--- src/rtl/serial_add_pkg.sv ---
// serial_add_pkg: shared state encoding and sizing helpers for the serial adder controller.
package serial_add_pkg;

    typedef enum logic [1:0] {IDLE, RUN, DONE} state_t;

    localparam int DEFAULT_WIDTH = 8;

    function automatic bit width_ok(input int width);
        return width >= 2 && width % 2 == 0;
    endfunction

    function automatic int idx_width(input int width);
        return (width / 2) <= 1 ? 1 : $clog2(width / 2);
    endfunction

endpackage

--- src/rtl/add2_slice.sv ---
// add2_slice: combinational 2-bit adder slice with carry-in and carry-out.
module add2_slice (
    input  logic [1:0] a,
    input  logic [1:0] b,
    input  logic       ci,
    output logic [1:0] s,
    output logic       co
);

    assign {co, s} = {1'b0, a} + {1'b0, b} + {2'b00, ci};

endmodule

--- src/rtl/serial_adder_ctrl.sv ---
// serial_adder_ctrl: WIDTH-bit add over WIDTH/2 cycles through one 2-bit slice.
// Define SERIAL_ADD_SUB_EN to add the sub port (a-b computed as a+~b+1).
module serial_adder_ctrl
    import serial_add_pkg::*;
#(
    parameter int WIDTH = DEFAULT_WIDTH
) (
    input  logic             clk,
    input  logic             rst_n,
    input  logic             in_valid,
    output logic             in_ready,
    input  logic [WIDTH-1:0] a,
    input  logic [WIDTH-1:0] b,
`ifdef SERIAL_ADD_SUB_EN
    input  logic             sub,
`endif
    output logic             out_valid,
    input  logic             out_ready,
    output logic [WIDTH-1:0] sum,
    output logic             cout
);

    localparam int N  = width_ok(WIDTH) ? WIDTH / 2 : 1;
    localparam int IW = idx_width(WIDTH);

    state_t           state_q, state_d;
    logic [IW-1:0]    idx_q, idx_d;
    logic             carry_q, carry_d;
    logic [WIDTH-1:0] a_q, a_d, b_q, b_d, sum_q, sum_d;
    logic             cout_q, cout_d, out_valid_q, out_valid_d, in_ready_q, in_ready_d;
    logic             sub_i;
    logic [1:0]       slice_s;
    logic             slice_c;

`ifdef SERIAL_ADD_SUB_EN
    assign sub_i = sub;
`else
    assign sub_i = 1'b0;
`endif

    add2_slice u_slice (
        .a  (a_q[{idx_q, 1'b0} +: 2]),
        .b  (b_q[{idx_q, 1'b0} +: 2]),
        .ci (carry_q),
        .s  (slice_s),
        .co (slice_c)
    );

    always_comb begin
        state_d     = state_q;
        idx_d       = idx_q;
        carry_d     = carry_q;
        a_d         = a_q;
        b_d         = b_q;
        sum_d       = sum_q;
        cout_d      = cout_q;
        out_valid_d = out_valid_q;
        in_ready_d  = in_ready_q;
        case (state_q)
            IDLE: if (in_valid && in_ready_q) begin
                a_d        = a;
                b_d        = b ^ {WIDTH{sub_i}};
                carry_d    = sub_i;
                idx_d      = '0;
                sum_d      = '0;
                in_ready_d = 1'b0;
                state_d    = RUN;
            end
            RUN: begin
                sum_d[{idx_q, 1'b0} +: 2] = slice_s;
                carry_d = slice_c;
                idx_d   = idx_q + 1'b1;
                if (idx_q == IW'(N - 1)) begin
                    cout_d      = slice_c;
                    out_valid_d = 1'b1;
                    state_d     = DONE;
                end
            end
            DONE: if (out_ready) begin
                out_valid_d = 1'b0;
                in_ready_d  = 1'b1;
                state_d     = IDLE;
            end
            default: state_d = IDLE;
        endcase
    end

    // Operand registers need no reset: they are always reloaded on accept.
    always_ff @(posedge clk or negedge rst_n) begin
        if (!rst_n) begin
            state_q     <= IDLE;
            idx_q       <= '0;
            carry_q     <= 1'b0;
            sum_q       <= '0;
            cout_q      <= 1'b0;
            out_valid_q <= 1'b0;
            in_ready_q  <= 1'b1;
        end else begin
            state_q     <= state_d;
            idx_q       <= idx_d;
            carry_q     <= carry_d;
            sum_q       <= sum_d;
            cout_q      <= cout_d;
            out_valid_q <= out_valid_d;
            in_ready_q  <= in_ready_d;
        end
    end

    always_ff @(posedge clk) begin
        a_q <= a_d;
        b_q <= b_d;
    end

    assign in_ready  = in_ready_q;
    assign out_valid = out_valid_q;
    assign sum       = sum_q;
    assign cout      = cout_q;

endmodule

--- config.mk ---
export PLATFORM = sky130hd
export DESIGN_NAME = serial_adder_ctrl
export DESIGN_NICKNAME = d
export VERILOG_FILES = /design/src/rtl/serial_add_pkg.sv /design/src/rtl/add2_slice.sv /design/src/rtl/serial_adder_ctrl.sv
export SDC_FILE = /design/constraint.sdc
export NUM_CORES = 1
export LEC_CHECK = 0
export CORE_ASPECT_RATIO = 1.25
export CORE_UTILIZATION = 49
export CTS_CLUSTER_SIZE = 24
export DETAILED_ROUTE_END_ITERATION = 6
export PLACE_DENSITY = 0.77
export SLEW_MARGIN = 30
export SYNTH_ARGS = -nofsm -noshare
export SYNTH_HDL_FRONTEND = slang
export SYNTH_HIERARCHICAL = 1
export SYNTH_SLANG_ARGS = --single-unit
--- constraint.sdc ---
create_clock -name clk -period 2.69 [get_ports clk]
set_input_delay 0.807 -clock clk [delete_from_list [all_inputs] [get_ports clk]]
set_output_delay 0.807 -clock clk [all_outputs]
set_load 0.03 [all_outputs]
Word-level counts from Yosys, hierarchy flattened
Cells that the tools add are included.
Widths: inputs -> output; s select.
{"block": "word_totals", "latchBits": 0, "wordCells": 50, "ff_bits": 32, "rom_bits": 0, "memories": 0, "output_inout_bits": 11, "ram_bits": 0}
{"block": "classes", "div_mod_pow": 0, "bitwise": 0, "magnitude_cmp": 0, "n_shift": 4, "n_addsub": 4, "n_reduce_logical": 11, "n_eq_ne": 6, "mul": 0, "mux": 16}
{"cell": "$pmux 8 s2", "count": 1}
{"cell": "$shiftx 8x4->2", "count": 2}
{"cell": "$reduce_and 3->1", "count": 3}
{"cell": "$bwmux 8", "count": 1}
{"cell": "$mux 2", "count": 4}
{"cell": "$mux 8", "count": 1}
{"cell": "$shift 2x5->8 const A", "count": 1}
{"cell": "$shiftx 2x5->8", "count": 1}
{"cell": "$ne 2x2->1 const B", "count": 3}
{"cell": "$pmux 1 s2", "count": 3}
{"cell": "$pmux 2 s3", "count": 1}
{"cell": "$reduce_and 2->1", "count": 3}
{"cell": "$reduce_bool 2->1", "count": 3}
{"cell": "$neg 3->5", "count": 1}
{"cell": "$eq 2x2->1 const B", "count": 2}
{"cell": "$mux 1", "count": 4}
{"cell": "$pmux 2 s2", "count": 1}
{"cell": "$add 2x2->3", "count": 1}
{"cell": "$add 3x1->3", "count": 1}
{"cell": "$add 2x1->2 const B", "count": 1}
{"cell": "$eq 2x1->1 const B", "count": 1}
{"cell": "$logic_not 2->1", "count": 1}
{"cell": "$logic_and 1x1->1", "count": 1}

Depth between registers and ports, before layout
{"block": "depth", "depth_word": 6, "depth_mapped": 8, "ltp_nobuf": 7}

Modules after synthesis
The synthesis kept the hierarchy.
{"mod": "serial_adder_ctrl", "cells_per_inst": 93, "area_each_um2": 1372.6, "n_inst": 1}
{"mod": "add2_slice", "cells_per_inst": 10, "area_each_um2": 70.1, "n_inst": 1}

Worst setup path before layout
No wires, ideal clock.
{"block": "synth_path", "kind": "register to register", "start": "register idx_q[0]", "end": "register sum_q[1], in the netlist sum[1]", "setup_time_ns": 0.122, "t_required_ns": 2.568, "path_buffers": 1, "path_stages_with_launch": 8, "arrival_time_ns": 2.075, "setup_slack_ns": 0.493, "path_cell_list": "dfrtp_1 > buf_4 > mux4_2 > inv_1 > fa_1 > fa_1 > inv_1 > a32o_1"}
{"block": "synth_between", "elab_chain_cells": 6, "elab_cells_between_ends": 9, "cone_classes": "add/sub: 3; shift: 4; mux: 2"}
{"element": "start, declared", "line_no": "serial_adder_ctrl.sv:27", "rtl": "logic [IW-1:0] idx_q, idx_d;"}
{"element": "start signal, assigned", "line_no": "serial_adder_ctrl.sv:100", "rtl": "idx_q <= idx_d;"}
{"element": "$shiftx 8x4->2 (on tied branches)", "line_no": "serial_adder_ctrl.sv:42, serial_adder_ctrl.sv:43"}
{"element": "$add 2x2->3 *", "line_no": "add2_slice.sv:10", "rtl": "assign {co, s} = {1'b0, a} + {1'b0, b} + {2'b00, ci};"}
{"element": "$add 3x1->3 *", "line_no": "add2_slice.sv:10"}
{"element": "via slice_s[1]", "line_no": "serial_adder_ctrl.sv:32", "rtl": "logic [1:0] slice_s;"}
{"element": "$shiftx 2x5->8 *", "line_no": "serial_adder_ctrl.sv:70", "rtl": "sum_d[{idx_q, 1'b0} +: 2] = slice_s;"}
{"element": "$bwmux 8 *", "line_no": "serial_adder_ctrl.sv:70"}
{"element": "$pmux 8 s2 *", "line_no": "serial_adder_ctrl.sv:59", "rtl": "case (state_q)"}
{"element": "end signal, assigned", "line_no": "serial_adder_ctrl.sv:102", "rtl": "sum_q <= sum_d;"}
{"element": "end, declared", "line_no": "serial_adder_ctrl.sv:29", "rtl": "logic [WIDTH-1:0] a_q, a_d, b_q, b_d, sum_q, sum_d;"}
The timed path passes the listed nets; every way through them passes the cells marked *.
A chain may end at the register's enable or synchronous reset.

Worst setup path after layout
{"block": "layout_path", "start": "register in_ready_q, in the netlist in_ready", "end": "output port in_ready"}
{"element": "start, declared", "line_no": "serial_adder_ctrl.sv:30", "rtl": "logic cout_q, cout_d, out_valid_q, out_valid_d, in_ready_q, in_ready_d;"}
{"element": "start signal, assigned", "line_no": "serial_adder_ctrl.sv:105", "rtl": "in_ready_q <= in_ready_d;"}
{"element": "end, declared", "line_no": "serial_adder_ctrl.sv:11", "rtl": "output logic in_ready,"}
No word-level cell between the ends.

==> impl_metrics.toml <==
[clock_tree]
root_buffer = "clkbuf_4"
ctsHoldBuffers = 0
cts_max_level = 2
cts_setup_buffers = 0
cts_num_sinks = 32
clockBufferDepth = 2
cts_tree = "done"
clk_pin_slew_ns = 0.09
cts.repair.resized = 0
cts_buffers = 5
clk-insertion-delay-late_ns = 0.34

[timing]
fmax_mhz = 422.7
fin_crit_ns = 2.366
slew_viol_final = 0
hold_viol = 0
skew_ns = 0.01347
rsz0062_at_grt = "false"
finalSetupViolations = 0
worst_pin_slew_ns = 0.7365
period_share_pct = 87.95
finalSetupTns_ns = 0
maxSlewHeadroom_pct = 50.75

[worst_setup_path]
end_kind = "output pin"
max_stage_delay_ns = 0.67
path_max_fanout = 5
timing.rr.end = "sum[1]"
critPathLaunchType = "register"
reg2regPathDepth = 6
crit_type = "register to output pin"
timing.rr.start = "idx_q[0]"
critical_path.top_delay_family = "buffers and inverters"
critPathArrivalTime_ns = 1.56
path_cells = "clkdlybuf4s50_1"
rrSetupSlack_ns = 0.42
worst-path-buf-inv = 1
crit_required_ns = 1.88
crit_slowest_cell = "clkdlybuf4s50_1"

[min_path]
whs_path_depth = 1
hp-start = "cout"
min_path_type = "register to register"
min_to = "cout"

[synthesis]
synth_nets = 130
synth_warnings = 6
synth_seq_area_share_pct = 61.14
synth.most_common_cell = "edfxtp_1"
ys_top_cells_by_count = "edfxtp_1, dfrtp_1, inv_1"
async_flop_share_pct = 50.00
netlist-cell-type-count = 28
mappedNetlistArea_um2 = 1443
synth-edff-count = 16
ys.flop_type = "edfxtp_1"
syn_avg_cell_area_um2 = 14.01
ys_top_cells_by_area = "edfxtp_1, dfrtp_1, mux4_2"
synth_largest_area_cell = "edfxtp_1"
ys_ff_latch = 32
postSynthCellCount = 103
synth_top_cell_area_share_pct = 33.30

[place]
place_area_um2 = 1770
dp_hpwl_mm = 1.895
port_buffers = 30
place_inst = 166
gp_congestion = 0.8449

[global_route]
grt_max_degree = 24
grt_usage_pct = 19.15
antenna_found_initial = 0
grt_pass1_wl_mm = 4.326
grt_pass1_vias = 979
grt_overflow = 0

[floorplan]
die_area_um2 = 3166
pin_count = 31
start_util_pct = 52.79
coreArea_um2 = 2733
die_h_um = 62.67
die_w_um = 50.53
row_count = 21

[power_and_ir_drop]
p_per_area_nw_per_um2 = 453.5
totalPowerFinal_w = 0.0008313
ir_worst_vdd_mv = 0.2626
leakagePower_nw = 0.7662

[layout]
final_util_pct = 67.08
stdcell_count = 174
drive_above_1_share_pct = 15.00
fin_nets = 166
diodes = 0
areaGrowthSynthToFinish_pct = 27.06
fin_area_um2 = 1833

[route]
drt_iter0_markers = 11
num_vias = 942
firstDrtPassIters = 2
wirelength_mm = 2.583
drc = 0
detail_route.wl_per_cell_um = 14.84
ant_nets = 0
vias_per_cell = 5.414

[run_status]
status = "finished clean"

[flow_run]
drv_cap = 0
## where the power goes
part           internal (W)  switching [W]
clock network      0.000128       0.000156
registers          0.000514              0
logic             0.0000241     0.00000882
total              0.000666       0.000165
## per-stage QoR
stage / hold slack (ns) / setup WS, ns
2_1_floorplan: 0.4827 / 0.4930
3_3_place_gp: 0.4768 / 0.4491
3_5_place_dp: 0.4940 / 0.4409
4_1_cts: 0.5163 / 0.3106
5_1_grt: 0.5336 / 0.2847
6_report: 0.5091 / 0.3241
## registers in the layout, indices dropped and copies added (netlist names)
name       count
a_q            8
b_q            8
carry_q        1
cout           1
idx_q          2
in_ready       1
out_valid      1
state_q        2
sum            8
## placed cells by master (no fill, tap or decap), types with 3 or more instances in the layout
cell type and instances:
a22o_1 6, a21oi_2 4, nand2_1 7, inv_1 12, nor4_1 3, ha_1 5, dfrtp_1 15, mux4_2 4
clkbuf_4 5, clkdlybuf4s50_1 30, nand2b_1 3, o21ai_1 3, a21oi_1 4, edfxtp_1 16
## per-layer routing
metal	global-route usage, %	vias up	wire length [um]
met5	0	-	0
met4	9.722	0	62
met3	6.083	9	136
met2	33.17	34	1375
met1	20.33	457	1008
li1	-	442	-
## cell type report
cell class | count | area [um^2]
tap | 34 | 42.54
clock buffer | 7 | 55.05
timing repair buffer | 32 | 315.3
clock inverter | 1 | 7.507
multi-input combinational | 54 | 478.0
fill | 228 | 899.6
sequential | 32 | 882.1
inverter | 14 | 52.55
## worst max path at each step
stage / start / to / slack, ns / cells after the start
after floorplan: idx_q[0] / sum[1] / 0.49 / 7
after global placement: idx_q[0] / sum[1] / 0.45 / 6
after detailed placement: idx_q[0] / sum[1] / 0.44 / 6
after CTS: in_ready / in_ready / 0.31 / 1
after global routing: in_ready / in_ready / 0.28 / 1
final: in_ready / in_ready / 0.32 / 1
## cell families after synthesis
kind of cell	synth area share, %
AOI/OAI and AO/OA	11.19
adders and majority gates	7.112
DFF	61.15
buffers and inverters	5.724
and+or+nand+nor	7.807
muxes	7.025
(Power assumes the default switching activity.)
